--- src/rtl/mips_ctrl_pkg.sv ---
// ----------------------------------------------------------------------------
// mips_ctrl_pkg
// Shared definitions for the multicycle MIPS controller: FSM state encoding,
// opcode/funct constants, ALU control codes, mux select encodings, the ALU
// operation class used to steer the ALU decoder, and the bundle of datapath
// control strobes driven by the FSM.
// ----------------------------------------------------------------------------
package mips_ctrl_pkg;

    typedef enum logic [3:0] {
        S_FETCH,
        S_DECODE,
        S_MEMADR,
        S_MEMRD,
        S_MEMWB,
        S_MEMWR,
        S_EXECUTE,
        S_ALUWB,
        S_BRANCH,
        S_IEXEC,
        S_IWB,
        S_JUMP
    } state_t;

    // Opcodes (IR[31:26])
    localparam logic [5:0] OP_RTYPE = 6'b000000;
    localparam logic [5:0] OP_LW    = 6'b100011;
    localparam logic [5:0] OP_SW    = 6'b101011;
    localparam logic [5:0] OP_BEQ   = 6'b000100;
    localparam logic [5:0] OP_ADDI  = 6'b001000;
    localparam logic [5:0] OP_ANDI  = 6'b001100;
    localparam logic [5:0] OP_ORI   = 6'b001101;
    localparam logic [5:0] OP_J     = 6'b000010;

    // R-type funct codes (IR[5:0])
    localparam logic [5:0] FUNCT_ADD = 6'h20;
    localparam logic [5:0] FUNCT_SUB = 6'h22;
    localparam logic [5:0] FUNCT_AND = 6'h24;
    localparam logic [5:0] FUNCT_OR  = 6'h25;
    localparam logic [5:0] FUNCT_SLT = 6'h2A;

    // ALU control codes
    localparam logic [2:0] ALU_ADD = 3'b010;
    localparam logic [2:0] ALU_SUB = 3'b110;
    localparam logic [2:0] ALU_AND = 3'b000;
    localparam logic [2:0] ALU_OR  = 3'b001;
    localparam logic [2:0] ALU_SLT = 3'b111;

    // ALU operand-B select
    localparam logic [1:0] SRCB_REG     = 2'b00;
    localparam logic [1:0] SRCB_FOUR    = 2'b01;
    localparam logic [1:0] SRCB_IMM     = 2'b10;
    localparam logic [1:0] SRCB_IMM_SH2 = 2'b11;

    // PC source select
    localparam logic [1:0] PCSRC_ALU    = 2'b00;
    localparam logic [1:0] PCSRC_ALUOUT = 2'b01;
    localparam logic [1:0] PCSRC_JUMP   = 2'b10;

    // What kind of ALU operation the current state wants
    typedef enum logic [1:0] {
        ALU_CLS_ADD,    // address / PC arithmetic
        ALU_CLS_SUB,    // beq compare
        ALU_CLS_FUNCT,  // R-type, decoded from funct
        ALU_CLS_IMM     // I-type arithmetic, decoded from op
    } alu_class_t;

    // Datapath strobes produced by the FSM (alu_control comes from the decoder)
    typedef struct packed {
        logic       iord;
        logic       mem_write;
        logic       ir_write;
        logic       pc_write;
        logic       branch;
        logic [1:0] pc_src;
        logic       alu_src_a;
        logic [1:0] alu_src_b;
        logic       ext_zero;
        logic       reg_dst;
        logic       mem_to_reg;
        logic       reg_write;
        logic       illegal_op;
        logic       instr_done;
    } ctrl_t;

    // Logical immediates are zero-extended; everything else is sign-extended
    function automatic logic is_zext_imm(input logic [5:0] op);
        return (op == OP_ANDI) || (op == OP_ORI);
    endfunction

endpackage

--- src/rtl/alu_decoder.sv ---
// ----------------------------------------------------------------------------
// alu_decoder
// Combinational ALU control decode for the multicycle controller.
// Ports:
//   alu_class_i     in  2  kind of ALU operation requested by the FSM state
//   op_i            in  6  opcode, selects and/or/add for I-type arithmetic
//   funct_i         in  6  R-type funct field
//   alu_control_o   out 3  ALU operation code
//   funct_illegal_o out 1  funct not supported (meaningful for R-type only)
// ----------------------------------------------------------------------------
module alu_decoder
    import mips_ctrl_pkg::*;
(
    input  alu_class_t  alu_class_i,
    input  logic [5:0]  op_i,
    input  logic [5:0]  funct_i,
    output logic [2:0]  alu_control_o,
    output logic        funct_illegal_o
);

    // NOTE: every output gets a default before the case so no path leaves it
    // unassigned; otherwise synthesis infers a latch.
    always_comb begin
        alu_control_o   = ALU_ADD;
        funct_illegal_o = 1'b0;
        unique case (alu_class_i)
            ALU_CLS_ADD: alu_control_o = ALU_ADD;
            ALU_CLS_SUB: alu_control_o = ALU_SUB;
            ALU_CLS_FUNCT: begin
                case (funct_i)
                    FUNCT_ADD: alu_control_o = ALU_ADD;
                    FUNCT_SUB: alu_control_o = ALU_SUB;
                    FUNCT_AND: alu_control_o = ALU_AND;
                    FUNCT_OR:  alu_control_o = ALU_OR;
                    FUNCT_SLT: alu_control_o = ALU_SLT;
                    default:   funct_illegal_o = 1'b1;
                endcase
            end
            ALU_CLS_IMM: begin
                case (op_i)
                    OP_ANDI: alu_control_o = ALU_AND;
                    OP_ORI:  alu_control_o = ALU_OR;
                    default: alu_control_o = ALU_ADD;
                endcase
            end
            default: alu_control_o = ALU_ADD;
        endcase
    end

endmodule

--- src/rtl/mips_multicycle_ctrl.sv ---
// ----------------------------------------------------------------------------
// mips_multicycle_ctrl
// Moore FSM sequencing a multicycle MIPS datapath (shared memory port, IR,
// register file, ALU, immediate extender). Waits on a memory ready handshake
// and flags unsupported opcodes / R-type functs.
// Ports:
//   clk, reset_n          clock; synchronous active-low reset
//   op, funct             IR[31:26], IR[5:0]
//   mem_ready             memory access completes this cycle
//   iord, mem_write       memory address select, write strobe
//   ir_write, pc_write    IR load, unconditional PC load
//   branch, pc_src        conditional PC load, PC source select
//   alu_src_a, alu_src_b  ALU operand selects
//   alu_control           ALU operation
//   ext_zero              1 = zero-extend immediate, 0 = sign-extend
//   reg_dst, mem_to_reg   register write address / data selects
//   reg_write             register file write enable
//   illegal_op            pulse on unsupported op or funct
//   instr_done            pulse in final state of each legal instruction
// ----------------------------------------------------------------------------
module mips_multicycle_ctrl
    import mips_ctrl_pkg::*;
(
    input  logic       clk,
    input  logic       reset_n,
    input  logic [5:0] op,
    input  logic [5:0] funct,
    input  logic       mem_ready,
    output logic       iord,
    output logic       mem_write,
    output logic       ir_write,
    output logic       pc_write,
    output logic       branch,
    output logic [1:0] pc_src,
    output logic       alu_src_a,
    output logic [1:0] alu_src_b,
    output logic [2:0] alu_control,
    output logic       ext_zero,
    output logic       reg_dst,
    output logic       mem_to_reg,
    output logic       reg_write,
    output logic       illegal_op,
    output logic       instr_done
);

    state_t     state_q, state_d;
    alu_class_t alu_class;
    logic [2:0] alu_ctl;
    logic       funct_illegal;
    ctrl_t      ctrl, ctrl_gated;

    // NOTE: reset is sampled on the clock edge only (synchronous), and state
    // uses non-blocking assignment so all flops update together.
    always_ff @(posedge clk) begin
        if (!reset_n) state_q <= S_FETCH;
        else          state_q <= state_d;
    end

    // Kept separate from the main decode so the decoder's illegal flag does
    // not feed back into the block that produces its input.
    always_comb begin
        alu_class = ALU_CLS_ADD;
        case (state_q)
            S_EXECUTE: alu_class = ALU_CLS_FUNCT;
            S_BRANCH:  alu_class = ALU_CLS_SUB;
            S_IEXEC:   alu_class = ALU_CLS_IMM;
            default:   alu_class = ALU_CLS_ADD;
        endcase
    end

    alu_decoder u_alu_decoder (
        .alu_class_i     (alu_class),
        .op_i            (op),
        .funct_i         (funct),
        .alu_control_o   (alu_ctl),
        .funct_illegal_o (funct_illegal)
    );

    always_comb begin
        state_d = state_q;
        ctrl    = '0;
        case (state_q)
            S_FETCH: begin
                ctrl.alu_src_b = SRCB_FOUR;
                ctrl.pc_src    = PCSRC_ALU;
                ctrl.ir_write  = mem_ready;
                ctrl.pc_write  = mem_ready;
                if (mem_ready) state_d = S_DECODE;
            end
            S_DECODE: begin
                // Precompute branch target into ALUOut while decoding
                ctrl.alu_src_b = SRCB_IMM_SH2;
                case (op)
                    OP_LW, OP_SW:               state_d = S_MEMADR;
                    OP_RTYPE:                   state_d = S_EXECUTE;
                    OP_BEQ:                     state_d = S_BRANCH;
                    OP_ADDI, OP_ANDI, OP_ORI:   state_d = S_IEXEC;
                    OP_J:                       state_d = S_JUMP;
                    default: begin
                        ctrl.illegal_op = 1'b1;
                        state_d         = S_FETCH;
                    end
                endcase
            end
            S_MEMADR: begin
                ctrl.alu_src_a = 1'b1;
                ctrl.alu_src_b = SRCB_IMM;
                state_d = (op == OP_SW) ? S_MEMWR : S_MEMRD;
            end
            S_MEMRD: begin
                ctrl.iord = 1'b1;
                if (mem_ready) state_d = S_MEMWB;
            end
            S_MEMWB: begin
                ctrl.mem_to_reg = 1'b1;
                ctrl.reg_write  = 1'b1;
                ctrl.instr_done = 1'b1;
                state_d         = S_FETCH;
            end
            S_MEMWR: begin
                ctrl.iord      = 1'b1;
                ctrl.mem_write = 1'b1;
                if (mem_ready) begin
                    ctrl.instr_done = 1'b1;
                    state_d         = S_FETCH;
                end
            end
            S_EXECUTE: begin
                ctrl.alu_src_a = 1'b1;
                ctrl.alu_src_b = SRCB_REG;
                if (funct_illegal) begin
                    ctrl.illegal_op = 1'b1;
                    state_d         = S_FETCH;
                end else begin
                    state_d = S_ALUWB;
                end
            end
            S_ALUWB: begin
                ctrl.reg_dst    = 1'b1;
                ctrl.reg_write  = 1'b1;
                ctrl.instr_done = 1'b1;
                state_d         = S_FETCH;
            end
            S_BRANCH: begin
                ctrl.alu_src_a  = 1'b1;
                ctrl.alu_src_b  = SRCB_REG;
                ctrl.branch     = 1'b1;
                ctrl.pc_src     = PCSRC_ALUOUT;
                ctrl.instr_done = 1'b1;
                state_d         = S_FETCH;
            end
            S_IEXEC: begin
                ctrl.alu_src_a = 1'b1;
                ctrl.alu_src_b = SRCB_IMM;
                ctrl.ext_zero  = is_zext_imm(op);
                state_d        = S_IWB;
            end
            S_IWB: begin
                // Extension mode held so the immediate stays consistent
                ctrl.ext_zero   = is_zext_imm(op);
                ctrl.reg_write  = 1'b1;
                ctrl.instr_done = 1'b1;
                state_d         = S_FETCH;
            end
            S_JUMP: begin
                ctrl.pc_src     = PCSRC_JUMP;
                ctrl.pc_write   = 1'b1;
                ctrl.instr_done = 1'b1;
                state_d         = S_FETCH;
            end
            default: state_d = S_FETCH;
        endcase
    end

    // Reset masks every strobe combinationally so an aborted instruction
    // cannot leak a write in the cycle reset is asserted.
    assign ctrl_gated  = reset_n ? ctrl : '0;
    assign alu_control = reset_n ? alu_ctl : 3'b000;

    assign iord       = ctrl_gated.iord;
    assign mem_write  = ctrl_gated.mem_write;
    assign ir_write   = ctrl_gated.ir_write;
    assign pc_write   = ctrl_gated.pc_write;
    assign branch     = ctrl_gated.branch;
    assign pc_src     = ctrl_gated.pc_src;
    assign alu_src_a  = ctrl_gated.alu_src_a;
    assign alu_src_b  = ctrl_gated.alu_src_b;
    assign ext_zero   = ctrl_gated.ext_zero;
    assign reg_dst    = ctrl_gated.reg_dst;
    assign mem_to_reg = ctrl_gated.mem_to_reg;
    assign reg_write  = ctrl_gated.reg_write;
    assign illegal_op = ctrl_gated.illegal_op;
    assign instr_done = ctrl_gated.instr_done;

endmodule

--- config.mk ---
export PLATFORM = sky130hd
export DESIGN_NAME = mips_multicycle_ctrl
export DESIGN_NICKNAME = d
export VERILOG_FILES = /design/src/rtl/mips_ctrl_pkg.sv /design/src/rtl/alu_decoder.sv /design/src/rtl/mips_multicycle_ctrl.sv
export SDC_FILE = /design/constraint.sdc
export NUM_CORES = 1
export LEC_CHECK = 0
export ABC_AREA = 0
export BUFFER_PORTS_ARGS = -buffer_cell sky130_fd_sc_hd__buf_4
export CORE_UTILIZATION = 47
export DETAILED_ROUTE_END_ITERATION = 8
export PLACE_DENSITY = 0.79
export SETUP_SLACK_MARGIN = 0.1
export SLEW_MARGIN = 25
export SYNTH_ARGS = -nofsm -noshare
export SYNTH_HDL_FRONTEND = slang
export SYNTH_SLANG_ARGS = --single-unit
--- constraint.sdc ---
create_clock -name clk -period 1.8 [get_ports clk]
set_clock_uncertainty 0.15 [all_clocks]
set_input_delay 0.09 -clock clk [delete_from_list [all_inputs] [get_ports clk]]
set_output_delay 0.09 -clock clk [all_outputs]
set_load 0.05 [all_outputs]
* Word level (Yosys, flattened, before mapping)
Index checks and enable logic that the tools add are counted.
Cells by class: mux-type cells 32, reductions and logical operators 15, eq/ne operators 29
Operators by type and width (count):
- equality test 6 bit (second input constant) | 7
- case mux 4 bit (7 select lines) | 1
- case mux 3 bit (4 select lines) | 2
- case mux 4 bit (5 select lines) | 1
- equality test 6 x 4 -> 1 bit (second input constant) | 3
- equality test 4 x 3 -> 1 bit (second input constant) | 4
- equality test 4 bit (second input constant) | 4
- two-way mux 16 bit | 1
- two-way mux 1 bit | 14
- two-way mux 4 bit | 3
- case mux 2 bit (3 select lines) | 2
- OR reduction 5 bit | 2
- two-way mux 3 bit | 3
- equality test 4 x 2 -> 1 bit (second input constant) | 2
- case mux 2 bit (2 select lines) | 2
- OR reduction 2 bit | 4
- OR reduction 8 bit | 1
- equality test 6 x 2 -> 1 bit (second input constant) | 1
- equality test 6 x 3 -> 1 bit (second input constant) | 1
- logical NOT 6 bit | 1
- != test 2 bit (second input constant) | 3
- case mux 1 bit (2 select lines) | 3
- OR reduction 3 bit | 2
- equality test 2 bit (second input constant) | 2
- other kinds (7) | 7
Word-level totals: word-level logic and storage cells 77, register bits after elaboration 4, input port bits 15, output and inout bits 19

* Depth between registers and ports, before layout
Gate-level depths: netlist of the first run.
depth after elaboration 7, mapped depth 6, mapped depth without buffers 4

* Cells and area by module
Synthesis of the first run repeated with hierarchy kept, for this count alone.
Unflattened totals: cell total of the unflattened synthesis 121, area total of the unflattened synthesis 779.5 um2
By module, submodules not included:
- mips_multicycle_ctrl | cells each 104, sequential area each 80.1 um2, area an instance 663.1 um2, instances 1
- alu_decoder | cells each 17, sequential area each 0.0 um2, area an instance 116.4 um2, instances 1

* Worst setup path before layout of the first run
No wires, ideal clock.
path kind reg-to-output, from register state_q[2], to output instr_done, path slack -455 ps, required time 1560 ps, stages on the path, launching flop included 6, buffers on the path 1, arrival 2015 ps, cells stage by stage dfxtp_1 -> buf_2 -> inv_2 -> nor3_1 -> a21oi_1 -> nor3b_1
On the way: word-level cells in the longest chain between the ends 4, elaborated cells on any way between the ends 9, classes of those cells eq/ne: 6; mux: 2; reduce/logical: 1
Ends and longest elaborated chain:
- start, declared | line mips_multicycle_ctrl.sv:46 | state_t state_q, state_d;
- start signal, assigned | line mips_multicycle_ctrl.sv:56 | else state_q <= state_d;
- equality test 4 bit or equality test 4 x 3 -> 1 bit (tied branches) | line mips_multicycle_ctrl.sv:82 | case (state_q)
- OR reduction 5 bit (no source line)
- case mux 1 bit (2 select lines) * | line mips_multicycle_ctrl.sv:82
- two-way mux 16 bit * | line mips_multicycle_ctrl.sv:177 | assign ctrl_gated = reset_n ? ctrl : '0;
- end, declared | line mips_multicycle_ctrl.sv:43 | output logic instr_done
Every way passes the cells marked *; elsewhere a longest branch is shown, timed or not.

* Worst setup path after layout of the first run
from register state_q[0], to output alu_control[1]
On the way: word-level cells in the longest chain between the ends 5, elaborated cells on any way between the ends 10, classes of those cells eq/ne: 6; mux: 3; reduce/logical: 1
Ends and longest elaborated chain:
- equality test 4 bit or equality test 4 x 3 -> 1 bit (tied branches) | line mips_multicycle_ctrl.sv:63 | case (state_q)
- case mux 2 bit (3 select lines) * | line mips_multicycle_ctrl.sv:63
- equality test 2 bit, or another cell as far along | line alu_decoder.sv:26 | unique case (alu_class_i)
- case mux 3 bit (4 select lines) * | line alu_decoder.sv:26
- two-way mux 3 bit * | line mips_multicycle_ctrl.sv:178 | assign alu_control = reset_n ? alu_ctl : 3'b000;
- end, declared | line mips_multicycle_ctrl.sv:37 | output logic [2:0] alu_control,
Marks and branches as above.

==> metrics.yaml, run 1 <==
status: "finished with violations"
violations: "setup timing"
netlist_area_um2: 800
synthCells: 121
cp-start-kind: "flop"
worst_pin_slew_ns: 0.405
synthXorXnorAreaFrac_pct: 0
synth_top_area_share_pct: 10.0
grt_pass1_wl_um: 4490
cp_num_buf_inv: 2
grt_max_degree: 16
crit_path_cell_trace: "buf_4 > and3_4 > mux2i_1 > o21a_1 > buf_6"
synth_top_area_cell: "dfxtp_1"
max-vdd-ir-drop_v: 0.000340
first_iter_violations: 79
cp_num_cells: 5
root_buffer: "clkbuf_4"
synth_warnings: 0
routed-wl-met3_um: 343
fp.dieArea_um2: 1870
slew_headroom_pct: 72.9
holdPathStages: 2
drt-met1-wl_um: 1290
ff2ff_path_depth: 4
antenna_found_initial: 0
h-tree-depth: 1
via_per_inst: 6.72
critical-path-max-stage-delay_ns: 0.42
regMostFlops: "state_q"
area_delta_synth_final_pct: 78.4
drv_slew: 0
cts-buffers-inserted: 3
cts.clk_slew.worst_paths_ns: 0.04
largest_register_ffs: 4
synth.distinct_cells: 46
track_usage_pct: 31.3
ant_nets: 0
period_minus_slack_ns: 1.82
synth-compound-area-share_pct: 29.7
rows: 14
crit_slowest_cell: "dfxtp_4"
hold_class: "in2reg"
clockBufferDepth: 2
cp-end-kind: "output port"
cts_tree: "yes"
cp_max_fo: 8
gp_congestion: 0.883
crit_family: "flip-flops"
fin_area_um2: 1430
dr.pass1.iters: 5
fmax_mhz: 549
synth_simple_gate_area_share_pct: 48.0
port-buffer-count: 33
utilization_pct: 92.5
vias: 1256
ys_ff_latch: 4
top_layer_used: "met4"
hpwl_um: 1950
synth_top_family_by_area: "simple AND/OR/NAND/NOR gates"
wl_per_cell_um: 19.6
critPathRequiredTime_ns: 1.56
pin_count: 34
ys_seq_area_share_pct: 10.0
reg_top3: "state_q (4)"
grt_setup_unrepaired: "yes"
clock_latency_ns: 0.23
ys_top_cells_by_area: "dfxtp_1, nor2_1, a21oi_1"
fin_crit_sh_pct: 101
finalHoldViolCount: 0
final_cell_mix: "buf_4, nor2_1, buf_6"
nets: 188
die_y_um: 43.2
n_fill_cell: 59
overflow: 0
dp_slack_ns: 0.0391
report.final.setup_viol: 1
wl_met2_um: 1830
p_leak_nw: 0.583
antennaDiodeCount: 0
grt_pass1_vias: 1019
routed_wl_um: 3670
syn_area_per_cell_um2: 6.61
synthMuxAreaShare_pct: 2.50
cts_num_sinks: 4
fp.coreArea_um2: 1540
place_area_um2: 1160
final_common_cell: "buf_4"
die_x_um: 43.2
holdWs_ns: 0.0498
critPathKind: "reg2out"
initial_core_util_pct: 51.9
drive_gt1_share_pct: 55.0
drc_errors: 0
worst_slack_ns: -0.0207
crit_arrival_ns: 1.58
p_per_area_nw_per_um2: 311
synth_fa_ha_area_share_pct: 0
syn_nets: 136
cap_viol_max_count: 0
## timing repair
item,in CTS,in global routing
setup endpoints to repair,21,9
setup buffers,3,8
resized for setup,21,22
hold buffers,0,0
pin swaps,4,8
## synthesized netlist by cell type (all sizes together)
cell type / n
a2111oi: 1
a211oi: 1
a21bo: 1
a21boi: 3
a21oi: 9
a22oi: 1
a311oi: 1
a31oi: 2
and3: 2
and4: 4
buf: 8
clkbuf: 1
dfxtp: 4
inv: 4
mux2i: 2
nand2: 11
nand2b: 6
nand3: 7
nand3b: 1
nand4: 1
nor2: 17
nor2b: 6
nor3: 6
nor3b: 3
nor4: 1
nor4b: 1
o2111ai: 2
o211ai: 1
o21a: 2
o21ai: 2
o21bai: 1
o221a: 1
o221ai: 1
o22ai: 1
o311a: 1
o32ai: 1
o41a: 1
or2: 1
or3: 1
or3b: 1
## worst paths after layout
| check | from | end | slack, ns |
|---|---|---|---|
| setup reg to reg | state_q[0] | state_q[2] | 0.20 |
| hold / removal | reset_n | state_q[2] | 0.05 |
| hold reg to reg | state_q[1] | state_q[0] | 0.50 |
| setup / recovery | state_q[0] | alu_control[1] | -0.02 |
## power by group
part	switching (W)	leakage (nW)	internal, W
clock network	0.0000327	0.0138	0.0000743
logic	0.000138	0.534	0.0000998
registers	0.00000972	0.0355	0.0000886
total	0.000180	0.583	0.000263
## cell type report
type | instances | area [µm²] | share of cell area [%]
clock buffer | 3 | 22.5 | 1.58
inverter | 4 | 17.5 | 1.23
multi-input combinational | 104 | 802 | 56.2
sequential | 4 | 95.1 | 6.67
tap | 16 | 20.0 | 1.40
timing repair buffer | 56 | 469 | 32.9
## cell families (layout without fill, tap and decap cells)
kind of cell           after synthesis  in the layout
AOI/OAI and AO/OA                   33             33
buffers and inverters               13             63
DFF                                  4              4
muxes                                2              2
and+or+nand+nor                     69             69
## per-layer routing
metal / vias to the layer above / track usage, %
met5: - / 0
met4: 0 / 12.1
met3: 29 / 3.40
met2: 114 / 55.8
met1: 560 / 37.5
li1: 553 / -
## stage by stage
step                      instances  total power [W]  TNS, ns
final                           187         0.000443  -0.0207
after global routing            187         0.000460  -0.0979
after CTS                       179         0.000418        0
after detailed placement        173         0.000296        0
after global placement          173         0.000291        0
after floorplan                 121         0.000224        0
Power figures use the tool's default switching activity.
==> run 2, diff against run 1 <==
--- a/config.mk
+++ b/config.mk
@@ -7,6 +7,7 @@
 export LEC_CHECK = 0
 export ABC_AREA = 0
 export BUFFER_PORTS_ARGS = -buffer_cell sky130_fd_sc_hd__buf_4
+export CORE_ASPECT_RATIO = 1.2
 export CORE_UTILIZATION = 47
 export DETAILED_ROUTE_END_ITERATION = 8
 export PLACE_DENSITY = 0.79
==> run 2 against run 1 <==
  * Wire length down 16%
  * The run now ends clean
  * Final area down 7.5%
  * Core utilization down 5.7 points
  * Hold slack got worse by 0.0032 ns
  * Critical path type unchanged
  * Register-to-register slack about the same
  * Total power fell by 3.0%
  * Combinational power down 8.8%
  * Largest cell class unchanged
  * Non-clock buffer count decreased by 10
==> metrics.yaml, run 2 (same netlist as run 1, synthesis figures left out) <==
rows: 15
drc_errors: 0
nets: 178
critPathRequiredTime_ns: 1.56
initial_core_util_pct: 52.6
cap_viol_max_count: 0
cp_max_fo: 4
routed-wl-met3_um: 223
root_buffer: "clkbuf_4"
grt_max_degree: 16
largest_register_ffs: 4
hold_class: "in2reg"
h-tree-depth: 1
fmax_mhz: 562
drt-met1-wl_um: 1160
cts_num_sinks: 4
cts_tree: "yes"
reg_top3: "state_q (4)"
top_layer_used: "met4"
pin_count: 34
utilization_pct: 86.8
dr.pass1.iters: 4
die_y_um: 47.2
regMostFlops: "state_q"
status: "completed"
finalHoldViolCount: 0
track_usage_pct: 28.7
antennaDiodeCount: 0
period_minus_slack_ns: 1.78
fin_crit_sh_pct: 98.9
cp-start-kind: "flop"
drive_gt1_share_pct: 52.2
clock_latency_ns: 0.24
grt_pass1_vias: 909
fp.dieArea_um2: 1870
critPathKind: "reg2out"
antenna_found_initial: 0
routed_wl_um: 3070
area_delta_synth_final_pct: 65.1
place_area_um2: 1120
gp_congestion: 0.804
holdWs_ns: 0.0466
timing.reg2reg.setup_slack_ns: 0.19
max-vdd-ir-drop_v: 0.000318
final_cell_mix: "buf_4, nor2_1, buf_6"
report.final.setup_viol: 0
ant_nets: 0
vias: 1146
crit_arrival_ns: 1.54
final_common_cell: "buf_4"
wl_per_cell_um: 17.3
grt_pass1_wl_um: 3730
cts-buffers-inserted: 3
clockBufferDepth: 2
wl_met2_um: 1610
fp.coreArea_um2: 1520
hpwl_um: 1910
p_total_w: 0.000430
drv_slew: 0
p_per_area_nw_per_um2: 326
slew_headroom_pct: 71.9
via_per_inst: 6.44
cts.clk_slew.worst_paths_ns: 0.04
fin_area_um2: 1320
worst_pin_slew_ns: 0.421
grt_setup_unrepaired: "yes"
overflow: 0
port-buffer-count: 33
first_iter_violations: 57
cp-end-kind: "output port"
p_leak_nw: 0.526
die_x_um: 39.7
[run 2: final cells by class]
cell class	count	area [µm²]
multi-input cells	104	781
repair buffers	46	383
fillers	92	200
flip-flops and latches	4	95.1
clock buffers	3	22.5
well taps	17	21.3
inverters	4	17.5
[run 2: metrics by stage]
step | worst slack, ns | TNS, ns | instances
after floorplan | 0.0220 | 0 | 121
after global placement | 0.146 | 0 | 169
after detailed placement | 0.139 | 0 | 169
after CTS | 0.102 | 0 | 172
after global routing | -0.0323 | -0.0323 | 178
final | 0.0198 | 0 | 178
[run 2: metal layers]
metal	vias up	global-route usage, %
li1	529	-
met1	542	28.8
met2	65	56.7
met3	10	4.74
met4	0	11.0
met5	-	0
[run 2: worst max-delay path, stage by stage, from the launching register on]
cell and delay, ns:
dfxtp_4 0.36, nor2_4 0.14, and3_4 0.22, mux2i_2 0.24, o21a_1 0.17, buf_6 0.16
[run 2: final timing paths]
| path | from | depth (start not counted) | endpoint |
|---|---|---|---|
| hold reg to reg | state_q[0] | 2 | state_q[3] |
| hold / removal | reset_n | 2 | state_q[2] |
| setup reg to reg | state_q[3] | 5 | state_q[2] |
| setup / recovery | state_q[2] | 5 | alu_control[1] |
[run 2: repair_timing]
item | 4_1_cts | 5_1_grt
pin swaps | 1 | 9
hold endpoints to repair | 0 | 0
buffers inserted | 0 | 6
resized for setup | 24 | 15
hold buffers | 0 | 0
setup endpoints to repair | 12 | 8
[run 2: power by group]
| group | switching (W) | total, W | internal (W) | leakage [nW] |
|---|---|---|---|---|
| sequential | 0.00000975 | 0.0000982 | 0.0000885 | 0.0355 |
| combinational | 0.000127 | 0.000217 | 0.0000903 | 0.477 |
| clock | 0.0000399 | 0.000115 | 0.0000748 | 0.0138 |
| total | 0.000176 | 0.000430 | 0.000254 | 0.526 |
